==> src/rtl/adder_operand_fifo.sv <==
// Operand buffer feeding eight_bit_adder: DEPTH-entry show-ahead FIFO of {opcode, C, B, A}.
// Define ADDER_OPFIFO_DROP_STATS_EN to add the saturating producer-stall counter drop_count.
module adder_operand_fifo #(
   parameter int DEPTH = 4,
   parameter int PTR_W = 2
) (
   input  logic             clk,
   input  logic             rst,
   input  logic             in_valid,
   output logic             in_ready,
   input  logic [7:0]       in_A,
   input  logic [7:0]       in_B,
   input  logic [7:0]       in_C,
   input  logic [1:0]       in_opcode,
   output logic             out_valid,
   input  logic             out_ready,
   output logic [7:0]       out_A,
   output logic [7:0]       out_B,
   output logic [7:0]       out_C,
   output logic [1:0]       out_opcode,
`ifdef ADDER_OPFIFO_DROP_STATS_EN
   output logic [7:0]       drop_count,
`endif
   output logic [PTR_W:0]   count
);

   logic [25:0]      mem [DEPTH];
   logic [PTR_W-1:0] wr_ptr;
   logic [PTR_W-1:0] rd_ptr;
   logic [25:0]      head;
   logic             push;
   logic             pop;

   // Handshake flags come only from the registered occupancy, never from pointer equality
   assign in_ready  = (count != (PTR_W + 1)'(DEPTH));
   assign out_valid = (count != '0);
   assign push      = in_valid && in_ready;
   assign pop       = out_valid && out_ready;

   always_ff @(posedge clk) begin
      if (push) begin
         mem[wr_ptr] <= {in_opcode, in_C, in_B, in_A};
      end
   end

   always_ff @(posedge clk or posedge rst) begin
      if (rst) begin
         wr_ptr <= '0;
         rd_ptr <= '0;
         count  <= '0;
      end else begin
         if (push) wr_ptr <= wr_ptr + 1'b1;
         if (pop)  rd_ptr <= rd_ptr + 1'b1;
         case ({push, pop})
            2'b10:   count <= count + 1'b1;
            2'b01:   count <= count - 1'b1;
            default: count <= count;
         endcase
      end
   end

   always_comb begin
      head = mem[rd_ptr];
      if (!out_valid) head = '0;
   end

   assign out_A      = head[7:0];
   assign out_B      = head[15:8];
   assign out_C      = head[23:16];
   assign out_opcode = head[25:24];

`ifdef ADDER_OPFIFO_DROP_STATS_EN
   always_ff @(posedge clk or posedge rst) begin
      if (rst) begin
         drop_count <= '0;
      end else if (in_valid && !in_ready && drop_count != 8'hFF) begin
         drop_count <= drop_count + 1'b1;
      end
   end
`endif

endmodule

==> config.mk <==
export PLATFORM = sky130hd
export DESIGN_NAME = adder_operand_fifo
export DESIGN_NICKNAME = d
export VERILOG_FILES = /design/src/rtl/adder_operand_fifo.sv
export SDC_FILE = /design/constraint.sdc
export NUM_CORES = 1
export LEC_CHECK = 0
export CAP_MARGIN = 20
export CORE_ASPECT_RATIO = 1.4
export CORE_MARGIN = 10
export CORE_UTILIZATION = 49
export CTS_CLUSTER_DIAMETER = 150
export CTS_CLUSTER_SIZE = 20
export DETAILED_ROUTE_END_ITERATION = 10
export GPL_ROUTABILITY_DRIVEN = 0
export HOLD_SLACK_MARGIN = 0.08
export PLACE_DENSITY = 0.75
export SETUP_SLACK_MARGIN = 0.3
export SLEW_MARGIN = 10
export SYNTH_ARGS = -nofsm -noshare
export SYNTH_HDL_FRONTEND = slang
export SYNTH_SLANG_ARGS = --single-unit
==> constraint.sdc <==
create_clock -name clk -period 2 [get_ports clk]
set_input_delay 0.3 -clock clk [delete_from_list [all_inputs] [get_ports clk]]
set_output_delay 0.3 -clock clk [all_outputs]
set_load 0.01 [all_outputs]
==> out/qor.txt, run 1 <==
std cell rows -> 40
final instance area -> 5816 sq um
commonest non-fill, non-tap cells in the layout -> 104 x edfxtp_1, 29 x clkdlybuf4s50_1, 29 x buf_6, 26 x mux4_2, 24 x and2_4
GRT Total Usage -> 0.1402
pre-CTS setup slack -> -0.1164 ns
final setup violation count -> 26
Mean Syn Cell Area -> 21.74 sq um
top cell type's share of synthesized area -> 0.7077
clock transition at the registers of the reported paths -> 0.07 ns
max_cap viols -> 0
Final Hold Vio Count -> 0
H-tree levels -> 3
TritonCTS buffer count -> 9
antenna violations before repair -> 1
Syn Std Cell Area -> 4413 sq um
Seq cells post-synth -> 111
Ports -> 61
core area -> 8708 sq um
combinational share of power -> 0.466
Setup CP Type -> reg2out
Syn Inst Count -> 203
Die W -> 100.2 um
Detailed Routing Iterations Pass 1 -> 4
placed inst area -> 5265 sq um
CP max FO -> 5
Final ANT Viol Nets -> 0
Area Growth Syn to Fin -> 31.78%
area leader, netlist -> edfxtp_1
Tcrit/Tclk final -> 1.082
CTS tree -> built
WHS -> 0.1975 ns
commonest non-fill, non-tap cell in the layout -> edfxtp_1
Sequential Power Share -> 0.354
drt wl/cell -> 21.73 um
CTS Hold Bufs -> 0
clock buffer depth -> 2
fin nets -> 330
final core occ -> 0.6678
setup_tns -> -2.494 ns
Tot Pwr -> 9.250 mW
Initial DRC Count -> 97
RSZ-0062 raised after global routing -> yes
Net Sw Frac -> 0.2802
clock network power share -> 0.180
fin worst setup slack -> -0.1636 ns
Die ar. -> 13260 sq um
number of library cell types mapped by synthesis -> 22
Worst Setup SP -> rd_ptr[0]$_DFFE_PP0P_
CP required -> 1.70 ns
top post-synthesis cells by area -> edfxtp_1 71%, mux4_2 9.2%, mux4_1 4.8%
r2r startpoint -> count[0]$_DFFE_PP0P_
non-filler instance count after layout -> 402
minimum clock period -> 2.164 ns
critical path capture point type -> primary output
Starting Density -> 0.5068
Root Buffer -> clkbuf_16
largest net degree at the start of global routing -> 27
via count -> 2143
clock sink count -> 111
P_int -> 6.658 mW
Worst-Margin Slew -> 0.4253 ns
Sw Pwr -> 2.591 mW
Critical Path AT -> 1.86 ns
Hold/Removal Path Class -> in2async
vias in the first global route -> 2512
first-pass GRT wire length -> 14040 um
die height -> 132.3 um
PwrDens -> 1591 nW/um^2
sequential share of the synthesized area -> 0.7474
DP HPWL -> 5324 um
crit start category -> register
worst-skew pair later-pin latency -> 0.34 ns
VDD IR max -> 0.8839 mV
Ys Warns -> 0
Ant. Diodes -> 0
Final Max Slew Viols -> 0
Leakage -> 2.116 nW
failing checks -> negative setup slack
status -> finished with violations
GR Overflow Total -> 0
Routed WL -> 8735 um
Post-route DRC -> 0
# placed instances -> 373
clock skew -> 0.007301 ns
Slew HR -> 0.7165
syn nets -> 239
layout cell share with drive strength beyond 1 -> 0.4444
fmax -> 462.2 MHz
vias per cell -> 5.331
I/O Buffers -> 60
[logic make-up (layout without fill, tap and decap cells)]
logic type	after synthesis	count (layout)	synth area share
adders and majority gates	6	6	0.01871
xor gates and xnor gates	6	6	0.01191
and+or+nand+nor	36	36	0.05302
buffers and inverters	16	110	0.02382
DFF	111	111	0.7474
muxes	28	28	0.1452
[cells in the mapped netlist (all sizes together)]
master and n:
and2 28, and3 4, buf 7, clkbuf 2
dfrtp 7, edfxtp 104, fa 1, ha 5
inv 7, mux2 1, mux2i 1, mux4 26
nand3 1, nor2 1, or3 1, or3b 1
xnor2 3, xor2 3
[power by group through the flow]
stage	Clock [mW]	Sequential, mW	Combinational (mW)
2_1_floorplan	0	3.25	1.93
3_3_place_gp	0	3.29	3.46
3_5_place_dp	0	3.33	3.48
4_1_cts	1.71	3.27	3.87
5_1_grt	1.80	3.31	4.64
6_report	1.67	3.27	4.31
[state kept, by name, indices dropped and copies added (netlist names)]
signal	flops
mem	104
count	3
wr_ptr	2
rd_ptr	2
[final timing paths]
path / endpoint / slack [ns] / cells after the start
max in group asynchronous: rd_ptr[0]$_DFFE_PP0P_ / 1.55 / 2
min: rd_ptr[1]$_DFFE_PP0P_ / 0.20 / 2
max: out_B[1] / -0.16 / 6
min in group clk: count[2]$_DFFE_PP0P_ / 0.59 / 2
min reg2reg: count[2]$_DFFE_PP0P_ / 0.59 / 2
max reg2reg: count[2]$_DFFE_PP0P_ / 0.01 / 9
[worst max-delay path: stages, from the launching register on]
cell     delay [ns]
dfrtp_2        0.43
buf_6          0.11
buf_6          0.10
buf_16         0.12
mux4_2         0.48
and2_4         0.17
buf_6          0.11
[routing by layer]
layer	wire length, um	vias to the layer above	global-route usage
met5	0	-	0
li1	-	985	-
met2	4920	52	0.2500
met3	375	12	0.02938
met1	3227	1094	0.1457
met4	210	0	0.07874
[cell type report]
cell class,instances,area (sq um)
Fill cell,597,2893
Clock inverter,4,48.80
Clock buffer,10,229.0
Tap cell,105,131.4
Inverter,7,26.28
Sequential cell,111,3299
Multi-Input combinational cell,76,1072
Timing Repair Buffer,89,1008
[timing repair]
action | 4_1_cts | 5_1_grt
endpoints found under the setup margin | 134 | 32
setup buffers | 11 | 0
cloned | 3 | 1
gates resized for setup | 148 | 35
pin swaps | 24 | 9
(Power assumes the default switching activity.)
==> run 2: changes to the inputs <==
--- a/config.mk
+++ b/config.mk
@@ -6,15 +6,17 @@
 export NUM_CORES = 1
 export LEC_CHECK = 0
 export CAP_MARGIN = 20
+export CELL_PAD_IN_SITES_DETAIL_PLACEMENT = 1
+export CELL_PAD_IN_SITES_GLOBAL_PLACEMENT = 1
 export CORE_ASPECT_RATIO = 1.4
 export CORE_MARGIN = 10
-export CORE_UTILIZATION = 49
+export CORE_UTILIZATION = 42
 export CTS_CLUSTER_DIAMETER = 150
 export CTS_CLUSTER_SIZE = 20
 export DETAILED_ROUTE_END_ITERATION = 10
 export GPL_ROUTABILITY_DRIVEN = 0
 export HOLD_SLACK_MARGIN = 0.08
-export PLACE_DENSITY = 0.75
+export PLACE_DENSITY_LB_ADDON = 0.1
 export SETUP_SLACK_MARGIN = 0.3
 export SLEW_MARGIN = 10
 export SYNTH_ARGS = -nofsm -noshare
==> out/qor.txt, run 2 (synthesized netlist as in run 1, its figures left out) <==
antenna violations before repair -> 0 (-1)
final core occ -> 0.5951 (-0.07268)
crit path to -> out_A[0]
clock sink count -> 111 (unchanged)
clock buffer depth -> 2 (unchanged)
core area -> 10350 sq um (+19%)
setup_tns -> -3.115 ns (-0.6206 ns)
Post-route DRC -> 0 (unchanged)
Worst Setup SP -> rd_ptr[0]$_DFFE_PP0P_
CP required -> 1.70 ns (about the same)
max_cap viols -> 0 (unchanged)
worst r2r dst -> count[2]$_DFFE_PP0P_
Starting Density -> 0.4264 (-0.08037)
failing checks -> negative setup slack
pre-CTS setup slack -> -0.1158 ns (+0.0006560 ns)
minimum clock period -> 2.157 ns (-0.006472 ns)
placed inst area -> 5336 sq um (+1.4%)
layout cell share with drive strength beyond 1 -> 0.4801 (+0.03568)
Setup CP Type -> reg2out
reg2reg path depth -> 9 (unchanged)
Leakage -> 2.267 nW (+7.1%)
Ports -> 61 (unchanged)
Biggest register -> mem
Die W -> 106.6 um (+6.4%)
Hold/Removal Path Class -> in2async
CTS tree -> built
I/O Buffers -> 60 (unchanged)
first-pass GRT wire length -> 14490 um (+3.2%)
clock transition at the registers of the reported paths -> 0.07 ns (about the same)
PwrDens -> 1594 nW/um^2 (+0.20%)
drt wl/cell -> 20.98 um (-3.5%)
Final Max Slew Viols -> 0 (unchanged)
Final Hold Vio Count -> 0 (unchanged)
Area Growth Syn to Fin -> 39.58%
H-tree levels -> 3 (unchanged)
vias per cell -> 4.978 (-6.6%)
WHS -> 0.1967 ns (-0.0008010 ns)
GR Overflow Total -> 0 (unchanged)
final instance area -> 6160 sq um (+5.9%)
commonest non-fill, non-tap cell in the layout -> edfxtp_1
DP HPWL -> 5613 um (+5.4%)
Slew HR -> 0.7957 (+0.07921)
max FFs per register -> 104 (unchanged)
VDD IR max -> 0.8575 mV (-3.0%)
clock skew -> 0.004019 ns (-0.003282 ns)
worst-skew pair later-pin latency -> 0.34 ns (about the same)
final setup violation count -> 26 (unchanged)
Critical Path AT -> 1.86 ns (about the same)
number of fill cells -> 955 (+60%)
GRT Total Usage -> 0.1266 (-0.01356)
largest net degree at the start of global routing -> 27 (unchanged)
fmax -> 463.6 MHz (+0.30%)
biggest regs -> mem: 104 flops, count: 3 flops
Detailed Routing Iterations Pass 1 -> 4 (unchanged)
RSZ-0062 raised after global routing -> yes
critical path capture point type -> primary output
r2r startpoint -> count[1]$_DFFE_PP0P_
status -> finished with violations
Worst-Margin Slew -> 0.3062 ns (-0.1191 ns)
std cell rows -> 44 (+10%)
Die ar. -> 15070 sq um (+14%)
R2R setup slack -> 0 ns (about the same)
CP max FO -> 5 (unchanged)
die height -> 141.3 um (+6.8%)
Ant. Diodes -> 0 (unchanged)
Root Buffer -> clkbuf_16
via count -> 2315 (+8.0%)
crit start category -> register
Tcrit/Tclk final -> 1.079 (-0.003236)
commonest non-fill, non-tap cells in the layout -> 104 x edfxtp_1, 41 x buf_6, 29 x clkdlybuf4s50_1, 26 x mux4_2, 22 x buf_4
fin worst setup slack -> -0.1572 ns (+0.006472 ns)
Routed WL -> 9754 um (+12%)
Final ANT Viol Nets -> 0 (unchanged)
Initial DRC Count -> 121 (+25%)
vias in the first global route -> 2528 (+0.64%)
TritonCTS buffer count -> 9 (unchanged)
fin nets -> 358 (+8.5%)
run 2: repair_timing:
| action | in CTS | in global routing |
|---|---|---|
| endpoints found under the hold margin | 0 | 0 |
| endpoints found under the setup margin | 57 | 103 |
| hold buffers | 0 | 0 |
| cloned | 2 | 7 |
| pin swaps | 32 | 7 |
| gates resized for setup | 167 | 30 |
| buffers inserted | 22 | 8 |
run 2: how the worst min path moves through the flow:
stage,end,slack [ns],cells past startpoint
after floorplan,count[0]$_DFFE_PP0P_,0.10,1
after CTS,wr_ptr[0]$_DFFE_PP0P_,0.20,2
after detailed placement,wr_ptr[0]$_DFFE_PP0P_,0.57,2
after global routing,wr_ptr[1]$_DFFE_PP0P_,0.22,2
after global placement,wr_ptr[1]$_DFFE_PP0P_,0.56,1
final,count[1]$_DFFE_PP0P_,0.20,2
run 2: cell type report:
| type | instances | area, sq um | area share |
|---|---|---|---|
| Timing Repair Buffer | 116 | 1271 | 0.2064 |
| Multi-Input combinational cell | 77 | 1076 | 0.1747 |
| Tap cell | 138 | 172.7 | 0.02803 |
| Inverter | 7 | 26.28 | 0.004266 |
| Sequential cell | 111 | 3299 | 0.5356 |
| Clock inverter | 6 | 85.08 | 0.01381 |
| Clock buffer | 10 | 229.0 | 0.03717 |
run 2: metal layers:
metal  vias up  global-route usage  wire length (um)
met5         -                   0                 0
met4         0             0.03860                87
met3         6             0.03808               442
met2        51              0.2186              5190
met1      1214              0.1472              4033
li1       1044                   -                 -
run 2: through the flow:
| step | cells | power (mW) |
|---|---|---|
| 2_1_floorplan | 203 | 5.174 |
| 3_3_place_gp | 410 | 6.819 |
| 3_5_place_dp | 410 | 6.865 |
| 4_1_cts | 450 | 9.237 |
| 5_1_grt | 465 | 10.36 |
| 6_report | 465 | 9.816 |
run 2: power breakdown:
group	leakage, nW	switching (mW)	internal [mW]	total [mW]
registers	1.03	0.156	3.09	3.24
clock network	0.152	0.768	1.09	1.86
logic	1.08	1.83	2.88	4.71
total	2.27	2.75	7.07	9.82
run 2: critical path: stages (launching register included):
cell and delay (ns):
dfrtp_2 0.43, buf_4 0.14, buf_6 0.12, buf_4 0.13, mux4_2 0.43, and2_4 0.16, buf_6 0.11
